<file path="src/rtl/lsu_ctrl.sv">
// Load/store control between execute and dmem: one op at a time,
// single-cycle dmem request, bounded retry on refusal, one-cycle response.
// Ports: clk, reset_i (async, active-high);
//   execute side  ex_valid_i, ex_store_i, ex_addr_i, ex_data_i, ex_ready_o;
//   response      resp_valid_o, resp_load_o, resp_err_o, resp_data_o;
//   dmem side     mem_req_o, mem_we_o, mem_addr_o, mem_din_o,
//                 mem_dout_i, mem_refused_i.
module lsu_ctrl #(
  parameter int D_WIDTH   = 16,
  parameter int A_WIDTH   = 8,
  parameter int MAX_RETRY = 15,
  parameter int RETRY_W   = 4
) (
  input  logic               clk,
  input  logic               reset_i,
  input  logic               ex_valid_i,
  input  logic               ex_store_i,
  input  logic [A_WIDTH-1:0] ex_addr_i,
  input  logic [D_WIDTH-1:0] ex_data_i,
  output logic               ex_ready_o,
  output logic               resp_valid_o,
  output logic               resp_load_o,
  output logic               resp_err_o,
  output logic [D_WIDTH-1:0] resp_data_o,
  output logic               mem_req_o,
  output logic               mem_we_o,
  output logic [A_WIDTH-1:0] mem_addr_o,
  output logic [D_WIDTH-1:0] mem_din_o,
  input  logic [D_WIDTH-1:0] mem_dout_i,
  input  logic               mem_refused_i
);

  typedef enum logic [1:0] {
    IDLE,
    ISSUE,
    CHECK
  } state_e;

  localparam logic [RETRY_W-1:0] MAX_R = RETRY_W'(MAX_RETRY);

  state_e               state_q, state_d;
  logic [RETRY_W-1:0]   cnt_q, cnt_d;
  logic                 store_q, store_d;
  logic                 req_q, req_d;
  logic                 we_q, we_d;
  logic [A_WIDTH-1:0]   addr_q, addr_d;
  logic [D_WIDTH-1:0]   din_q, din_d;
  logic                 rvalid_q, rvalid_d;
  logic                 rload_q, rload_d;
  logic                 rerr_q, rerr_d;
  logic [D_WIDTH-1:0]   rdata_q, rdata_d;

  always_ff @(posedge clk or posedge reset_i) begin
    if (reset_i) begin
      state_q  <= IDLE;
      cnt_q    <= '0;
      store_q  <= 1'b0;
      req_q    <= 1'b0;
      we_q     <= 1'b0;
      addr_q   <= '0;
      din_q    <= '0;
      rvalid_q <= 1'b0;
      rload_q  <= 1'b0;
      rerr_q   <= 1'b0;
      rdata_q  <= '0;
    end else begin
      state_q  <= state_d;
      cnt_q    <= cnt_d;
      store_q  <= store_d;
      req_q    <= req_d;
      we_q     <= we_d;
      addr_q   <= addr_d;
      din_q    <= din_d;
      rvalid_q <= rvalid_d;
      rload_q  <= rload_d;
      rerr_q   <= rerr_d;
      rdata_q  <= rdata_d;
    end
  end

  always_comb begin
    state_d  = state_q;
    cnt_d    = cnt_q;
    store_d  = store_q;
    req_d    = req_q;
    we_d     = we_q;
    addr_d   = addr_q;
    din_d    = din_q;
    // completion flags are single-cycle pulses
    rvalid_d = 1'b0;
    rerr_d   = 1'b0;
    rload_d  = rload_q;
    rdata_d  = rdata_q;
    unique case (state_q)
      IDLE: begin
        if (ex_valid_i) begin
          store_d = ex_store_i;
          addr_d  = ex_addr_i;
          din_d   = ex_store_i ? ex_data_i : '0;
          cnt_d   = '0;
          req_d   = 1'b1;
          we_d    = ex_store_i;
          state_d = ISSUE;
        end
      end
      ISSUE: begin
        req_d   = 1'b0;
        we_d    = 1'b0;
        state_d = CHECK;
      end
      CHECK: begin
        if (!mem_refused_i) begin
          rvalid_d = 1'b1;
          rload_d  = ~store_q;
          if (!store_q) rdata_d = mem_dout_i;
          state_d  = IDLE;
        end else if (cnt_q < MAX_R) begin
          cnt_d   = cnt_q + RETRY_W'(1);
          req_d   = 1'b1;
          we_d    = store_q;
          state_d = ISSUE;
        end else begin
          rvalid_d = 1'b1;
          rerr_d   = 1'b1;
          rload_d  = ~store_q;
          rdata_d  = '0;
          state_d  = IDLE;
        end
      end
      default: state_d = IDLE;
    endcase
  end

  assign ex_ready_o   = (state_q == IDLE) & ~reset_i;
  assign mem_req_o    = req_q;
  assign mem_we_o     = we_q;
  assign mem_addr_o   = addr_q;
  assign mem_din_o    = din_q;
  assign resp_valid_o = rvalid_q;
  assign resp_load_o  = rload_q;
  assign resp_err_o   = rerr_q;
  assign resp_data_o  = rdata_q;

endmodule

</file>
<file path="config.mk">
export PLATFORM = sky130hd
export DESIGN_NAME = lsu_ctrl
export DESIGN_NICKNAME = d
export VERILOG_FILES = /design/src/rtl/lsu_ctrl.sv
export SDC_FILE = /design/constraint.sdc
export NUM_CORES = 1
export LEC_CHECK = 0
export BUFFER_PORTS_ARGS = -buffer_cell sky130_fd_sc_hd__buf_2
export CORE_AREA = 2 2 74 76
export DETAILED_ROUTE_END_ITERATION = 16
export DIE_AREA = 0 0 76 78
export PLACE_DENSITY = 0.73
export SETUP_SLACK_MARGIN = 0.2
export SLEW_MARGIN = 20
export SYNTH_ARGS = -nofsm -noshare
export SYNTH_HDL_FRONTEND = slang
export SYNTH_SLANG_ARGS = --single-unit
</file>
<file path="constraint.sdc">
create_clock -name clk -period 3.76 [get_ports clk]
set_input_delay 0.564 -clock clk [delete_from_list [all_inputs] [get_ports clk]]
set_output_delay 0.564 -clock clk [all_outputs]
set_load 0.05 [all_outputs]
</file>
Yosys cells after proc, flatten, opt, wreduce, memory -nomap -nowiden:

Index checks and enable logic that the tools add are counted.

* bits in registers: 52
* bits in latches: 0
* bits in writable memories: 0
* output and inout port bits: 46
* memory bits (read-only): 0
* memories kept: 0
* logic and storage cells: 58
* input port bits: 45

* bitwise operators: 3
* div/mod/pow operators: 0
* order comparisons: 1
* shift-type cells: 0
* add/sub/neg operators: 1
* equal/unequal tests: 7
* muxes and demuxes: 27
* reductions and logical operators: 8
* $mul: 0

Operators with widths (number)
* $mux W16: 4
* $mux W1: 15
* $mux W4: 3
* $ne A2 B2 Y1 const B: 5
* $pmux W4 S2: 1
* $reduce_and A4 Y1: 2
* $pmux W1 S3: 2
* $pmux W2 S3: 1
* $add A4 B1 Y4 const B: 1
* $lt A4 B4 Y1 const B: 1
* $reduce_and A2 Y1: 2
* $reduce_and A3 Y1: 1
* $reduce_bool A3 Y1: 1
* $eq A2 B1 Y1 const B: 1
* $eq A2 B2 Y1 const B: 1
* $logic_not A2 Y1: 1
* $mux W2: 1
* $not A1 Y1: 2
* $reduce_bool A2 Y1: 1
* $and A1 B1 Y1: 1

Depth between registers and ports, before layout:

* depth after elaboration: 4
* gate-level depth with buffers: 7
* gate-level depth less buffers: 5

Worst setup path after synthesis:

Ideal clock, no wire load.

* path type: register to output
* start point: register state_q[0]
* end point: output port ex_ready_o
* stages on the path, launching flop included: 5
* arrival time: 1.467 ns
* buffers on the path: 1
* required time: 3.196 ns
* slack: 1.729 ns
* path through: dfrtp_1 -> inv_1 -> ha_1 -> buf_4 -> nor2b_1

* cells in the longest elaborated chain, start to end: 2

Ends and longest elaborated chain
* from (decl): line 41 `state_e state_q, state_d;`
* from (signal assigned): line 67 `state_q <= state_d;`
* $logic_not A2 Y1: line 134 `assign ex_ready_o = (state_q == IDLE) & ~reset_i;`
* $and A1 B1 Y1: line 134
* to (decl): line 20 `output logic ex_ready_o,`

Every way passes these cells.

Final worst setup path:

* start point: register state_q[0]
* end point: register rdata_q[14] (netlist: resp_data_o[14])

* cells in the longest elaborated chain, start to end: 2

Ends and longest elaborated chain
* $eq A2 B2 Y1: line 94 `unique case (state_q)`
* $reduce_and A3 Y1 (no line)
* to (signal assigned): line 77 `rdata_q <= rdata_d;`
* to (decl): line 51 `logic [D_WIDTH-1:0] rdata_q, rdata_d;`

Every way passes these cells.
A chain may end at the register's enable or synchronous reset.

==> run summary <==
clock slew seen by the registers of the worst setup and hold paths: 0.09 ns
HPWL after detailed placement: 3.14 mm
post-layout utilization of the core: 0.557
clock period minus final worst setup slack: 2.24 ns
vias in the first global route: 1641
maximum fanout along the worst path: 16
worst reg-to-reg setup slack: 1.52 ns
endpoint of the worst register-to-register path: resp_data_o[14]$_DFFE_PP0P_
startpoint type of the worst setup path: register
buffer count from post-CTS setup fixing: 0
Die Y: 78 um
setup_tns: 0 ns
Resized cells post-CTS: 0
net switching power of the design: 1.46 mW
power per cell area: 1000 mW/mm^2
Switching Fraction: 0.518
run status: complete, no violations
Leakage: 1.47 nW
Int Power: 1.35 mW
Cells after Synth: 193
maximum number of pins on one net before global-route repair: 53
portion of the post-synthesis area used by sequential elements: 0.588
slew at the pin closest to its max-slew limit: 1.04 ns
mapped cell area: 0.00221 sq mm
clk_skew: 0.00529 ns
Seq cells post-synth: 52
required time of the worst setup path: 3.99 ns
register area: 0.00130 sq mm
placer congestion estimate: 0.809
root cell of the clock tree: sky130_fd_sc_hd__clkbuf_8
fmax: 447 MHz
Starting Density: 0.439
number of nets with antenna violations after routing: 0
total core area: 0.00504 sq mm
CTS H-Tree Depth: 2
maximum root-to-sink buffer count: 2
Clock Latency Late Sink: 0.29 ns
arrival time at the worst endpoint: 2.47 ns
WL/cell: 12.6 um
Die Width: 76 um
die footprint: 0.00593 sq mm
DRC violations left: 0
vias post-DR: 1701
Final setup violation count: 0
synth-to-layout area growth: 26.9%
final routed wirelength across all metal layers: 4.44 mm
max-capacitance violation count: 0
Ant. Diodes: 0
Final Hold Viols: 0
Peak supply drop: 533 uV
unrepaired setup endpoints after global routing: no
gr ovfl total: 0
initial detailed-routing violation count: 101
sequential cell fraction of total power: 0.336
post-route worst setup slack: 1.52 ns
total of fill cells in the finished design: 459
number of warning messages in the yosys log: 0
port bufs: 90
number of buffers inserted by hold repair at cts: 0
area of the multi-input gates: 832 sq um
clock tree from TritonCTS: built
antenna violations before repair: 0
Final #Nets: 332
global-route usage over all layers: 0.158
endpoint type of the worst setup path: register
first drt pass iteration count: 4
number of nets in the synthesized netlist: 244
post-placement setup slack: 1.52 ns
Period Utilization, post-route: 0.595
Distinct cells, synth: 31
Crit Path Class: reg -> reg
Clock Power Share: 0.118
io pins: 91
number of placement rows: 26
Clock Sinks: 52
first-pass GRT wire length: 7.53 mm
area share of the leading cell type in the synthesized netlist: 0.588
share of post-route cells with drive strength above 1: 0.408
TritonCTS Buffers: 5
Mapped Avg Cell Area: 11.5 sq um
synth top area cells: sky130_fd_sc_hd__dfrtp_1 (59%), sky130_fd_sc_hd__nand2_1 (6.4%), sky130_fd_sc_hd__a22o_1 (6.3%)
number of vias per cell after detailed routing: 4.83
Crit Reg-Reg Startpoint: state_q[0]$_DFFE_PP0P_
headroom to the max-slew limit: 0.306
hold crit path type: in -> async
number of cells traversed by the worst register-to-register path: 5
leading area contributor after synthesis: sky130_fd_sc_hd__dfrtp_1
combinational fraction of design power: 0.546
final slew viol count: 0
==> cell usage after synthesis <==
cell / instances
sky130_fd_sc_hd__buf_2: 3
sky130_fd_sc_hd__nand2b_1: 2
sky130_fd_sc_hd__a211oi_1: 1
sky130_fd_sc_hd__nor3b_1: 1
sky130_fd_sc_hd__a21boi_1: 1
sky130_fd_sc_hd__nor2_1: 4
sky130_fd_sc_hd__nand2_1: 38
sky130_fd_sc_hd__and2b_4: 1
sky130_fd_sc_hd__a22o_1: 16
sky130_fd_sc_hd__and4_2: 1
sky130_fd_sc_hd__clkbuf_1: 5
sky130_fd_sc_hd__mux2_2: 8
sky130_fd_sc_hd__mux2_4: 1
sky130_fd_sc_hd__o21ai_2: 1
sky130_fd_sc_hd__dfrtp_1: 52
sky130_fd_sc_hd__inv_1: 8
sky130_fd_sc_hd__nand4_1: 2
sky130_fd_sc_hd__buf_4: 2
sky130_fd_sc_hd__o211ai_1: 1
sky130_fd_sc_hd__a2111oi_4: 1
sky130_fd_sc_hd__nor3_1: 1
sky130_fd_sc_hd__and3_4: 1
sky130_fd_sc_hd__nand3_1: 3
sky130_fd_sc_hd__o2bb2ai_1: 1
sky130_fd_sc_hd__ha_1: 6
sky130_fd_sc_hd__a21bo_2: 1
sky130_fd_sc_hd__a2bb2oi_1: 2
sky130_fd_sc_hd__nor2b_1: 2
sky130_fd_sc_hd__o41ai_1: 2
sky130_fd_sc_hd__mux2i_1: 4
sky130_fd_sc_hd__o21ai_0: 21
==> routing by layer <==
layer	vias up	global-route usage	wire, um
met5	-	0	0
met4	0	0.0418	25
met3	2	0.0488	290
met2	67	0.246	2010
met1	788	0.216	2120
li1	844	-	-
==> how the worst max path moves through the flow <==
stage / start / endpoint / slack [ns] / cells past startpoint
4_1_cts: state_q[0]$_DFFE_PP0P_ / resp_data_o[14]$_DFFE_PP0P_ / 1.49 / 5
6_report: state_q[0]$_DFFE_PP0P_ / resp_data_o[14]$_DFFE_PP0P_ / 1.52 / 5
5_1_grt: state_q[0]$_DFFE_PP0P_ / resp_data_o[9]$_DFFE_PP0P_ / 1.29 / 5
2_1_floorplan: state_q[0]$_DFFE_PP0P_ / ex_ready_o / 1.73 / 4
3_3_place_gp: state_q[0]$_DFFE_PP0P_ / resp_data_o[13]$_DFFE_PP0P_ / 1.61 / 5
3_5_place_dp: state_q[0]$_DFFE_PP0P_ / resp_data_o[15]$_DFFE_PP0P_ / 1.52 / 5
==> placed cells by master (no fill, tap or decap), drive strengths merged, types with 2 or more instances in the layout <==
master / instances
nor2: 4
a22o: 16
o21ai: 22
nand2b: 2
nor2b: 2
nand3: 3
buf: 91
o41ai: 2
nand2: 38
a2bb2oi: 2
inv: 8
ha: 6
nand4: 2
clkbuf: 6
dfrtp: 52
clkinv: 2
mux2i: 4
mux2: 9
==> power groups by stage <==
stage               Combinational [mW]  Sequential (mW)  Clock (mW)
floorplan                        0.438             1.72           0
global placement                  1.52            0.952           0
detailed placement                1.55            0.948           0
CTS                               1.55            0.945       0.345
global route                      1.64            0.979       0.371
finish                            1.53            0.945       0.331
==> final cells by class <==
type	instances	share of cell area
Inverter	8	0.0111
Tap cell	70	0.0312
Clock buffer	6	0.0294
Clock inverter	2	0.00490
Timing Repair Buffer	91	0.163
Multi-Input combinational cell	123	0.296
Sequential cell	52	0.464
==> critical path, cell delays in order (launching register included) <==
cell                       delay [ns]
sky130_fd_sc_hd__dfrtp_1         0.43
sky130_fd_sc_hd__inv_1           0.10
sky130_fd_sc_hd__ha_1            0.45
sky130_fd_sc_hd__nand2b_1        0.13
sky130_fd_sc_hd__nor2_1          0.80
sky130_fd_sc_hd__a22o_1          0.27
==> kinds of logic after synthesis <==
group / share of synthesized area
buffers and inverters: 0.0356
AND/OR/NAND/NOR: 0.115
AO/OA/AOI/OAI: 0.162
flip-flops: 0.588
adder cells (fa/ha/maj): 0.0339
multiplexers: 0.0656
==> through the flow <==
step / instance area (sq um) / std cells / hold slack, ns / total power, mW
2_1_floorplan: 2210 / 193 / 0.477 / 2.15
3_3_place_gp: 2710 / 344 / 0.459 / 2.48
3_5_place_dp: 2710 / 344 / 0.469 / 2.50
6_report: 2810 / 352 / 0.416 / 2.81
5_1_grt: 2810 / 352 / 0.465 / 2.99
4_1_cts: 2810 / 352 / 0.473 / 2.84
==> state kept, by name, summed over array words and instances, names as in the netlist <==
signal / flops
cnt_q: 4
mem_addr_o: 8
mem_din_o: 16
mem_req_o: 1
mem_we_o: 1
resp_data_o: 16
resp_err_o: 1
resp_load_o: 1
resp_valid_o: 1
state_q: 2
store_q: 1
Power figures use the tool's default switching activity.
